### src/rtl/moving_average3_inverse.sv
// Inverse of a 3-tap moving average: x[n] = 3*y[n] - x[n-1] - x[n-2], one-cycle latency.
// Define MOVING_AVERAGE3_INVERSE_SAT_EN to clip results to the signed WIDTH range (else wrap).
module moving_average3_inverse #(
    parameter int WIDTH = 8
) (
    input  logic                    system1000,
    input  logic                    system1000_rst,
    input  logic                    in_valid,
    input  logic signed [WIDTH-1:0] in_data,
    output logic                    out_valid,
    output logic signed [WIDTH-1:0] out_data,
    output logic                    out_primed,
    output logic                    sat_o,
    output logic [1:0]              dbg_state_o
);

    typedef enum logic [1:0] {
        FILL0 = 2'd0,
        FILL1 = 2'd1,
        RUN   = 2'd2
    } state_t;

    state_t                  state_q, state_d;
    logic signed [WIDTH-1:0] h1_q, h2_q;
    logic signed [WIDTH-1:0] h1_eff, h2_eff;
    logic signed [WIDTH-1:0] res_d;
    logic                    clip_d;
    logic                    primed_d;
    logic                    out_valid_q;
    logic signed [WIDTH-1:0] out_data_q;
    logic                    out_primed_q;

    // State register
    always_ff @(posedge system1000) begin
        if (system1000_rst) begin
            state_q <= FILL0;
        end else if (in_valid) begin
            state_q <= state_d;
        end
    end

    // Next state: one step per accepted sample, RUN absorbing
    always_comb begin
        state_d = state_q;
        case (state_q)
            FILL0:   state_d = FILL1;
            FILL1:   state_d = RUN;
            RUN:     state_d = RUN;
            default: state_d = FILL0;
        endcase
    end

    // FSM outputs: history is untrusted until two samples have been seen
    always_comb begin
        h1_eff   = h1_q;
        h2_eff   = h2_q;
        primed_d = 1'b0;
        case (state_q)
            FILL0: begin
                h1_eff = '0;
                h2_eff = '0;
            end
            RUN:     primed_d = 1'b1;
            default: primed_d = 1'b0;
        endcase
    end

`ifdef MOVING_AVERAGE3_INVERSE_SAT_EN
    localparam logic signed [WIDTH+2:0] T_MAX = (WIDTH+3)'(2 ** (WIDTH - 1) - 1);
    localparam logic signed [WIDTH+2:0] T_MIN = (WIDTH+3)'(-(2 ** (WIDTH - 1)));

    logic signed [WIDTH+2:0] y_x, t;
    logic                    sat_q;

    // Three extra bits hold 3*y minus two full-range history values without overflow
    always_comb begin
        y_x    = (WIDTH+3)'(in_data);
        t      = (y_x <<< 1) + y_x - (WIDTH+3)'(h1_eff) - (WIDTH+3)'(h2_eff);
        res_d  = t[WIDTH-1:0];
        clip_d = 1'b0;
        if (t > T_MAX) begin
            res_d  = T_MAX[WIDTH-1:0];
            clip_d = 1'b1;
        end else if (t < T_MIN) begin
            res_d  = T_MIN[WIDTH-1:0];
            clip_d = 1'b1;
        end
    end

    always_ff @(posedge system1000) begin
        if (system1000_rst) begin
            sat_q <= 1'b0;
        end else begin
            sat_q <= in_valid & clip_d;
        end
    end

    assign sat_o = sat_q;
`else
    // Modular WIDTH-bit arithmetic yields exactly the low WIDTH bits of the wide sum
    always_comb begin
        res_d  = (in_data <<< 1) + in_data - h1_eff - h2_eff;
        clip_d = 1'b0;
    end

    assign sat_o = clip_d;
`endif

    always_ff @(posedge system1000) begin
        if (system1000_rst) begin
            h1_q         <= '0;
            h2_q         <= '0;
            out_valid_q  <= 1'b0;
            out_data_q   <= '0;
            out_primed_q <= 1'b0;
        end else if (in_valid) begin
            h2_q         <= h1_eff;
            h1_q         <= res_d;
            out_valid_q  <= 1'b1;
            out_data_q   <= res_d;
            out_primed_q <= primed_d;
        end else begin
            out_valid_q  <= 1'b0;
            out_primed_q <= 1'b0;
        end
    end

    assign out_valid   = out_valid_q;
    assign out_data    = out_data_q;
    assign out_primed  = out_primed_q;
    assign dbg_state_o = state_q;

endmodule

### config.mk
export PLATFORM = sky130hd
export DESIGN_NAME = moving_average3_inverse
export DESIGN_NICKNAME = d
export VERILOG_FILES = /design/src/rtl/moving_average3_inverse.sv
export SDC_FILE = /design/constraint.sdc
export NUM_CORES = 1
export LEC_CHECK = 0
export CAP_MARGIN = 30
export CORE_MARGIN = 2
export CORE_UTILIZATION = 53
export CTS_BUF_LIST = sky130_fd_sc_hd__clkbuf_16
export CTS_CLUSTER_SIZE = 40
export DETAILED_ROUTE_END_ITERATION = 12
export PLACE_DENSITY = 0.86
export SYNTH_ARGS = -nofsm -noshare
export SYNTH_HDL_FRONTEND = slang
export SYNTH_SLANG_ARGS = --single-unit
export TNS_END_PERCENT = 30
### constraint.sdc
create_clock -name system1000 -period 4.35 [get_ports system1000]
set_clock_uncertainty 0.15 [all_clocks]
set_input_delay 1.305 -clock system1000 [delete_from_list [all_inputs] [get_ports system1000]]
set_output_delay 1.305 -clock system1000 [all_outputs]
set_load 0.01 [all_outputs]
==> results.ini, run 1 <==
[run_status]
outcome = completed

[finish]
nNetsFinal = 221
final_util_pct = 68.15
syn_to_final_growth_pct = 23.01
n_antenna_cell = 0
drive_gt1_share_pct = 7.065

[detailed_routing]
drt-total-wl_microns = 2730
antenna_left = 0
drtIter0Drc = 15
vias = 1084
viasPerCell = 5.042
drc = 0
firstDrtPassIters = 2
wl_per_cell_microns = 12.70

[setup_path]
cp.required_ns = 4.36
cp_max_fo = 2
critPathKind = in2reg
worstSetupEndpointType = flop
start_kind = input pin
arrival_ns = 4.11

[clocking]
clock_sinks = 20
clk_pin_slew_worst_paths_ns = 0.06
h-tree-depth = 1
clockBufferDepth = 2
cts_made_buffers = 3
cts-root-buf = clkbuf_16
postCtsHoldBufs = 0
cts_tree = yes
clock_latency_ns = 0.26

[floorplanning]
start_util_pct = 55.40
coreArea_sq_mm = 0.002758
num_rows = 19
dieWidth_microns = 57.69
die_area_sq_mm = 0.003328
die_y_microns = 57.69
ios = 24

[sta]
slew_violations = 0
setup_violations = 0
post-route-period-util_pct = 94.11
tightest_slew_ns = 0.8304
hold_viol = 0
slew_headroom_pct = 44.47
fin_crit_ns = 4.094
final.setup.tns_ns = 0
rsz0062_at_grt = false
whs_ns = 0.3254
max_freq_mhz = 244.3

[global_routing]
grt_max_degree = 23
antenna_found_initial = 0
grt_pass1_wl_microns = 4988
grt.total_usage_pct = 19.41
overflow = 0
grt_pass1_vias = 1143

[logic_synthesis]
syn_inst = 160
async_flop_share_pct = 0
synth.distinct_cells = 30
synth_top_area_cell = dfxtp_1
synth_edf_count = 0
synth_fp_nets = 196
synth_top_area_share_pct = 26.21
ys.flop_type = dfxtp_1
synthTopCellsByCount = inv_1 (24), dfxtp_1 (20), nor2_1 (17)
synth.top_cells.by_area = dfxtp_1 (26%), fa_1 (17%), ha_1 (9.8%), mux2i_1 (7.9%), inv_1 (5.9%)
syn_area_sq_mm = 0.001528
ys_seq_area_share_pct = 26.21
ys_seq_elements = 20
synth.most_common_cell = inv_1
avgSynthCellArea_sq_um = 9.548
ys_warn_count = 0

[placed_design]
place_congestion = 0.7637
hpwlAfterDp_microns = 2173
port_buffers = 22

[power]
p_leak_nw = 0.8446
p_per_area_mw_per_mm2 = 434.6
peakVddDrop_mv = 0.3102

[run]
cap_viol_max_count = 0

[min_path]
hold_class = reg2reg

==> what timing repair did <==
| action | in CTS | in global routing |
|---|---|---|
| setup endpoints to repair | 0 | 1 |
| buffers inserted | 0 | 0 |
| gates resized for setup | 0 | 1 |
==> worst max-delay path: stages <==
cell and delay [ns]:
clkdlybuf4s50_1 0.48, inv_1 0.06, fa_1 0.43, fa_1 0.49
inv_1 0.07, fa_1 0.42, a21o_1 0.19, a21oi_1 0.25
a2bb2oi_2 0.20, nand4_1 0.11, o311ai_1 0.11
==> area by class of cell <==
class | count | area, sq um
flip-flops and latches | 20 | 400.4
fillers | 216 | 878.3
inverters | 25 | 93.84
multi-input cells | 108 | 983.4
well taps | 31 | 38.79
clock buffers | 3 | 75.07
clock inverters | 1 | 30.03
repair buffers | 27 | 257.7
==> logic make-up after synthesis <==
| family | after synthesis | synth area share [%] |
|---|---|---|
| and+or+nand+nor | 41 | 14.17 |
| buffers and inverters | 32 | 9.828 |
| adders and majority gates | 25 | 26.86 |
| DFF | 20 | 26.21 |
| AOI/OAI and AO/OA | 19 | 9.090 |
| muxes | 12 | 7.863 |
| xor gates and xnor gates | 10 | 5.733 |
| other | 1 | 0.2455 |
==> flip-flops by register name, indices dropped and copies added (netlist names) <==
name / flops
h2_q: 8
out_data: 8
dbg_state_o: 2
out_primed: 1
out_valid: 1
==> layout by cell type, fill, tap and decap left out <==
master,n
xor2_1,1
o311ai_1,1
clkbuf_16,3
a21o_1,2
nand2b_1,7
buf_4,5
inv_2,1
and2_1,1
xnor2_1,9
nor2b_1,11
inv_1,24
fa_1,13
ha_1,12
or3b_1,1
mux2i_1,12
nor2_1,17
a211oi_2,2
o21a_1,1
nand4_1,1
o21ai_1,1
a211oi_1,2
a21oi_1,6
a2bb2oi_2,1
dfxtp_1,20
o211ai_1,2
nand3b_1,2
bufinv_16,1
nand2_1,1
clkdlybuf4s50_1,22
conb_1,1
o31a_1,1
==> where the power goes <==
group	internal (W)	switching [W]
registers	0.000208	0.0000188
logic	0.000174	0.000160
clock network	0.000183	0.0000733
total	0.000564	0.000252
==> layer usage <==
metal | track usage, % | share of wire [%] | wire length [microns]
met3 | 2.902 | 3.0 | 83
met1 | 23.88 | 44 | 1210
met5 | 0 | 0 | 0
met4 | 6.977 | 1.4 | 38
met2 | 34.42 | 51 | 1398
==> per-stage QoR <==
stage                     setup WS (ns)  cell area (sq um)  instances  total power (W)
after global routing            0.06485               1879        215        0.0008726
after detailed placement       -0.05268               1768        211        0.0005608
after floorplan                  0.6270               1528        160        0.0004617
final                            0.2564               1879        215        0.0008167
after CTS                        0.1871               1873        215        0.0008188
after global placement          0.04972               1768        211        0.0005468
==> path summary, 6_finish.rpt <==
check | depth (start not counted) | start | to | slack, ns
hold / removal | 2 | h2_q[6]$_SDFFE_PP0P_ | h2_q[6]$_SDFFE_PP0P_ | 0.33
setup reg to reg | 13 | dbg_state_o[0]$_SDFFE_PP0P_ | out_data[6]$_SDFFE_PP0P_ | 0.60
setup / recovery | 11 | in_data[0] | out_data[6]$_SDFFE_PP0P_ | 0.26
hold reg to reg | 2 | h2_q[6]$_SDFFE_PP0P_ | h2_q[6]$_SDFFE_PP0P_ | 0.33
Power figures use the tool's default switching activity.
==> run 2, diff against run 1 <==
- CTS_CLUSTER_DIAMETER: unset -> 60
- clock period: 4.35 -> 4.2 ns (I/O delays scaled with it)
==> run 2 against run 1 <==
Final cell count grew 2.3%. Clock power is 22% lower. Hold slack better by 0.0047 ns. Flip-flop and latch count did not move. Count of clock-buffer cells in the layout is the same. Largest power group unchanged. Highest routed layer unchanged.
==> results.ini, run 2 (synthesis gave the netlist of run 1 again) <==
[finish]
final_cell_mix = inv_1 (24), clkdlybuf4s50_1 (22), dfxtp_1 (20), nor2_1 (17), fa_1 (13)
final_common_cell = inv_1
drive_gt1_share_pct = 9.524  ; +2.5 points
multi_input_comb_area_sq_um = 987.2  ; +0.38%
nNetsFinal = 226  ; +2.3%
stdcell_count = 220  ; +2.3%
register_area_sq_um = 400.4  ; unchanged
n_antenna_cell = 0  ; unchanged
final_area_sq_mm = 0.001894  ; +0.80%
syn_to_final_growth_pct = 24.00
fill_cells = 223  ; +3.2%

[global_routing]
grt_max_degree = 17  ; -26%
grt.total_usage_pct = 20.45  ; +1.0 points
grt_pass1_wl_microns = 5257  ; +5.4%
grt_pass1_vias = 1208  ; +5.7%
antenna_found_initial = 0  ; unchanged
overflow = 0  ; unchanged

[setup_path]
crit_path_top_delay_cell = fa_1
r2r_slack_ns = 0.63  ; +0.03 ns
critPathTopFamily = adder cells
start_kind = input pin
crit_chain = clkdlybuf4s50_1 -> inv_1 -> fa_1 -> fa_1 -> inv_1 -> fa_1 -> a21o_1 -> a21oi_2 -> a2bb2oi_2 -> nand4_1 -> o311ai_1
arrival_ns = 4.03  ; -0.08 ns
reg2reg_to = out_data[7]$_SDFFE_PP0P_
cp_slowest_stage_delay_ns = 0.49  ; about the same
r2r_start = dbg_state_o[0]$_SDFFE_PP0P_
critPathKind = in2reg
cp_max_fo = 2  ; unchanged
cp_num_buf_inv = 3  ; unchanged
rr_worst_depth = 13  ; unchanged
worstSetupEndpointType = flop
cp.required_ns = 4.21  ; -0.15 ns
cpMostUsedCell = fa_1

[clocking]
cts_made_buffers = 3  ; unchanged
clockBufferDepth = 2  ; unchanged
cts-root-buf = clkbuf_16
clock_sinks = 20  ; unchanged
clk_pin_slew_worst_paths_ns = 0.06  ; about the same
postCtsHoldBufs = 0  ; unchanged
clock_latency_ns = 0.25  ; about the same
h-tree-depth = 1  ; unchanged
cts_tree = yes

[detailed_routing]
antenna_left = 0  ; unchanged
top_layer = met4
drt-total-wl_microns = 2902  ; +6.3%
drtIter0Drc = 27  ; +12
drc = 0  ; unchanged
route.met3.wl_microns = 93  ; +12%
viasPerCell = 5.186  ; +2.9%
firstDrtPassIters = 2  ; unchanged
drt-met1-wl_microns = 1193  ; -1.4%
wl_per_cell_microns = 13.19  ; +3.9%
route.met2.wl_microns = 1580  ; +13%
vias = 1141  ; +5.3%

[placed_design]
port_buffers = 22  ; unchanged
dpl.cell_count = 216  ; +2.4%
dpl_worst_slack_ns = -0.1434  ; -0.09073 ns
hpwlAfterDp_microns = 2256  ; +3.8%
place_area_sq_mm = 0.001805  ; +2.1%
place_congestion = 0.8137  ; +6.5%

[power]
power.switching_w = 0.0002723  ; +7.9%
internal-power_w = 0.0005323  ; -5.7%
swShare_pct = 33.84  ; +3.0 points
seq_power_share_pct = 29.2  ; +1.5 points
combPwrFrac_pct = 46.1  ; +5.2 points
peakVddDrop_mv = 0.4272  ; +38%
p_per_area_mw_per_mm2 = 424.8  ; -2.3%
power_frac_clock_pct = 24.7  ; -6.7 points
p_leak_nw = 0.8561  ; +1.4%

[sta]
whs_ns = 0.3301  ; +0.004698 ns
fin_ws_ns = 0.1852  ; -0.07117 ns
slew_headroom_pct = 52.93  ; +8.5 points
setup_violations = 0  ; unchanged
post-route-period-util_pct = 95.59
max_freq_mhz = 249.1
hold_viol = 0  ; unchanged
tightest_slew_ns = 0.7039  ; -0.1265 ns
fin_crit_ns = 4.015
slew_violations = 0  ; unchanged
rsz0062_at_grt = false

[min_path]
hold_path_end = h2_q[6]$_SDFFE_PP0P_
hold_path_depth = 2  ; unchanged
hold_class = reg2reg
hp-start = h2_q[6]$_SDFFE_PP0P_

[floorplanning]
coreArea_sq_mm = 0.002758  ; unchanged
die_area_sq_mm = 0.003328  ; unchanged
dieWidth_microns = 57.69  ; unchanged
start_util_pct = 55.40  ; unchanged
num_rows = 19  ; unchanged
ios = 24  ; unchanged
die_y_microns = 57.69  ; unchanged

[run_status]
outcome = completed

[run]
cap_viol_max_count = 0  ; unchanged

-- run 2: cell types whose count changed in the layout (fill, tap and decap cells not counted), sizes merged --
cell	change
buf	+5
bufinv	-1
clkinv	+1
-- run 2: how the worst max path moves through the flow --
stage / startpoint / to / cells past startpoint
2_1_floorplan: in_data[0] / out_data[6]$_SDFFE_PP0P_ / 10
4_1_cts: in_data[0] / out_data[6]$_SDFFE_PP0P_ / 11
5_1_grt: in_data[1] / out_data[7]$_SDFFE_PP0P_ / 11
6_report: in_data[0] / out_data[6]$_SDFFE_PP0P_ / 11
3_5_place_dp: in_data[0] / out_data[6]$_SDFFE_PP0P_ / 11
3_3_place_gp: in_data[0] / out_data[6]$_SDFFE_PP0P_ / 11
-- run 2: layout make-up --
| cell class | count | share of cell area [%] |
|---|---|---|
| Clock buffer | 3 | 3.963 |
| Timing Repair Buffer | 32 | 15.59 |
| Tap cell | 31 | 2.048 |
| Multi-Input combinational cell | 108 | 52.11 |
| Sequential cell | 20 | 21.14 |
| Clock inverter | 1 | 0.1982 |
| Inverter | 25 | 4.954 |
-- run 2: through the flow --
stage,setup TNS [ns],utilization [%],power [W]
3_5_place_dp,-0.2505,65.47,0.0005948
3_3_place_gp,-0.07547,65.47,0.0005766
5_1_grt,0,68.69,0.0008626
2_1_floorplan,0,-,0.0004782
4_1_cts,0,68.33,0.0008026
6_report,0,68.69,0.0008047
-- run 2: routing by layer --
| layer | GRT usage [%] | vias up |
|---|---|---|
| met2 | 38.64 | 23 |
| met4 | 4.983 | 0 |
| met1 | 23.18 | 545 |
| met5 | 0 | - |
| met3 | 4.464 | 6 |
| li1 | - | 567 |
-- run 2: power by group through the flow --
stage / clock (W) / sequential, W / combinational (W)
after detailed placement: 0 / 0.000238 / 0.000356
after global routing: 0.000207 / 0.000238 / 0.000418
after global placement: 0 / 0.000237 / 0.000339
final: 0.000199 / 0.000235 / 0.000371
after CTS: 0.000203 / 0.000235 / 0.000365
after floorplan: 0 / 0.000245 / 0.000233
-- run 2: tightest hold or removal path: stages, from the launching register on --
cell	delay, ns
dfxtp_1	0.31
nand2b_1	0.06
a21oi_1	0.06
-- run 2: timing repair --
item	4_1_cts	5_1_grt
setup buffers	0	0
resized for setup	0	2
setup endpoints to repair	0	1
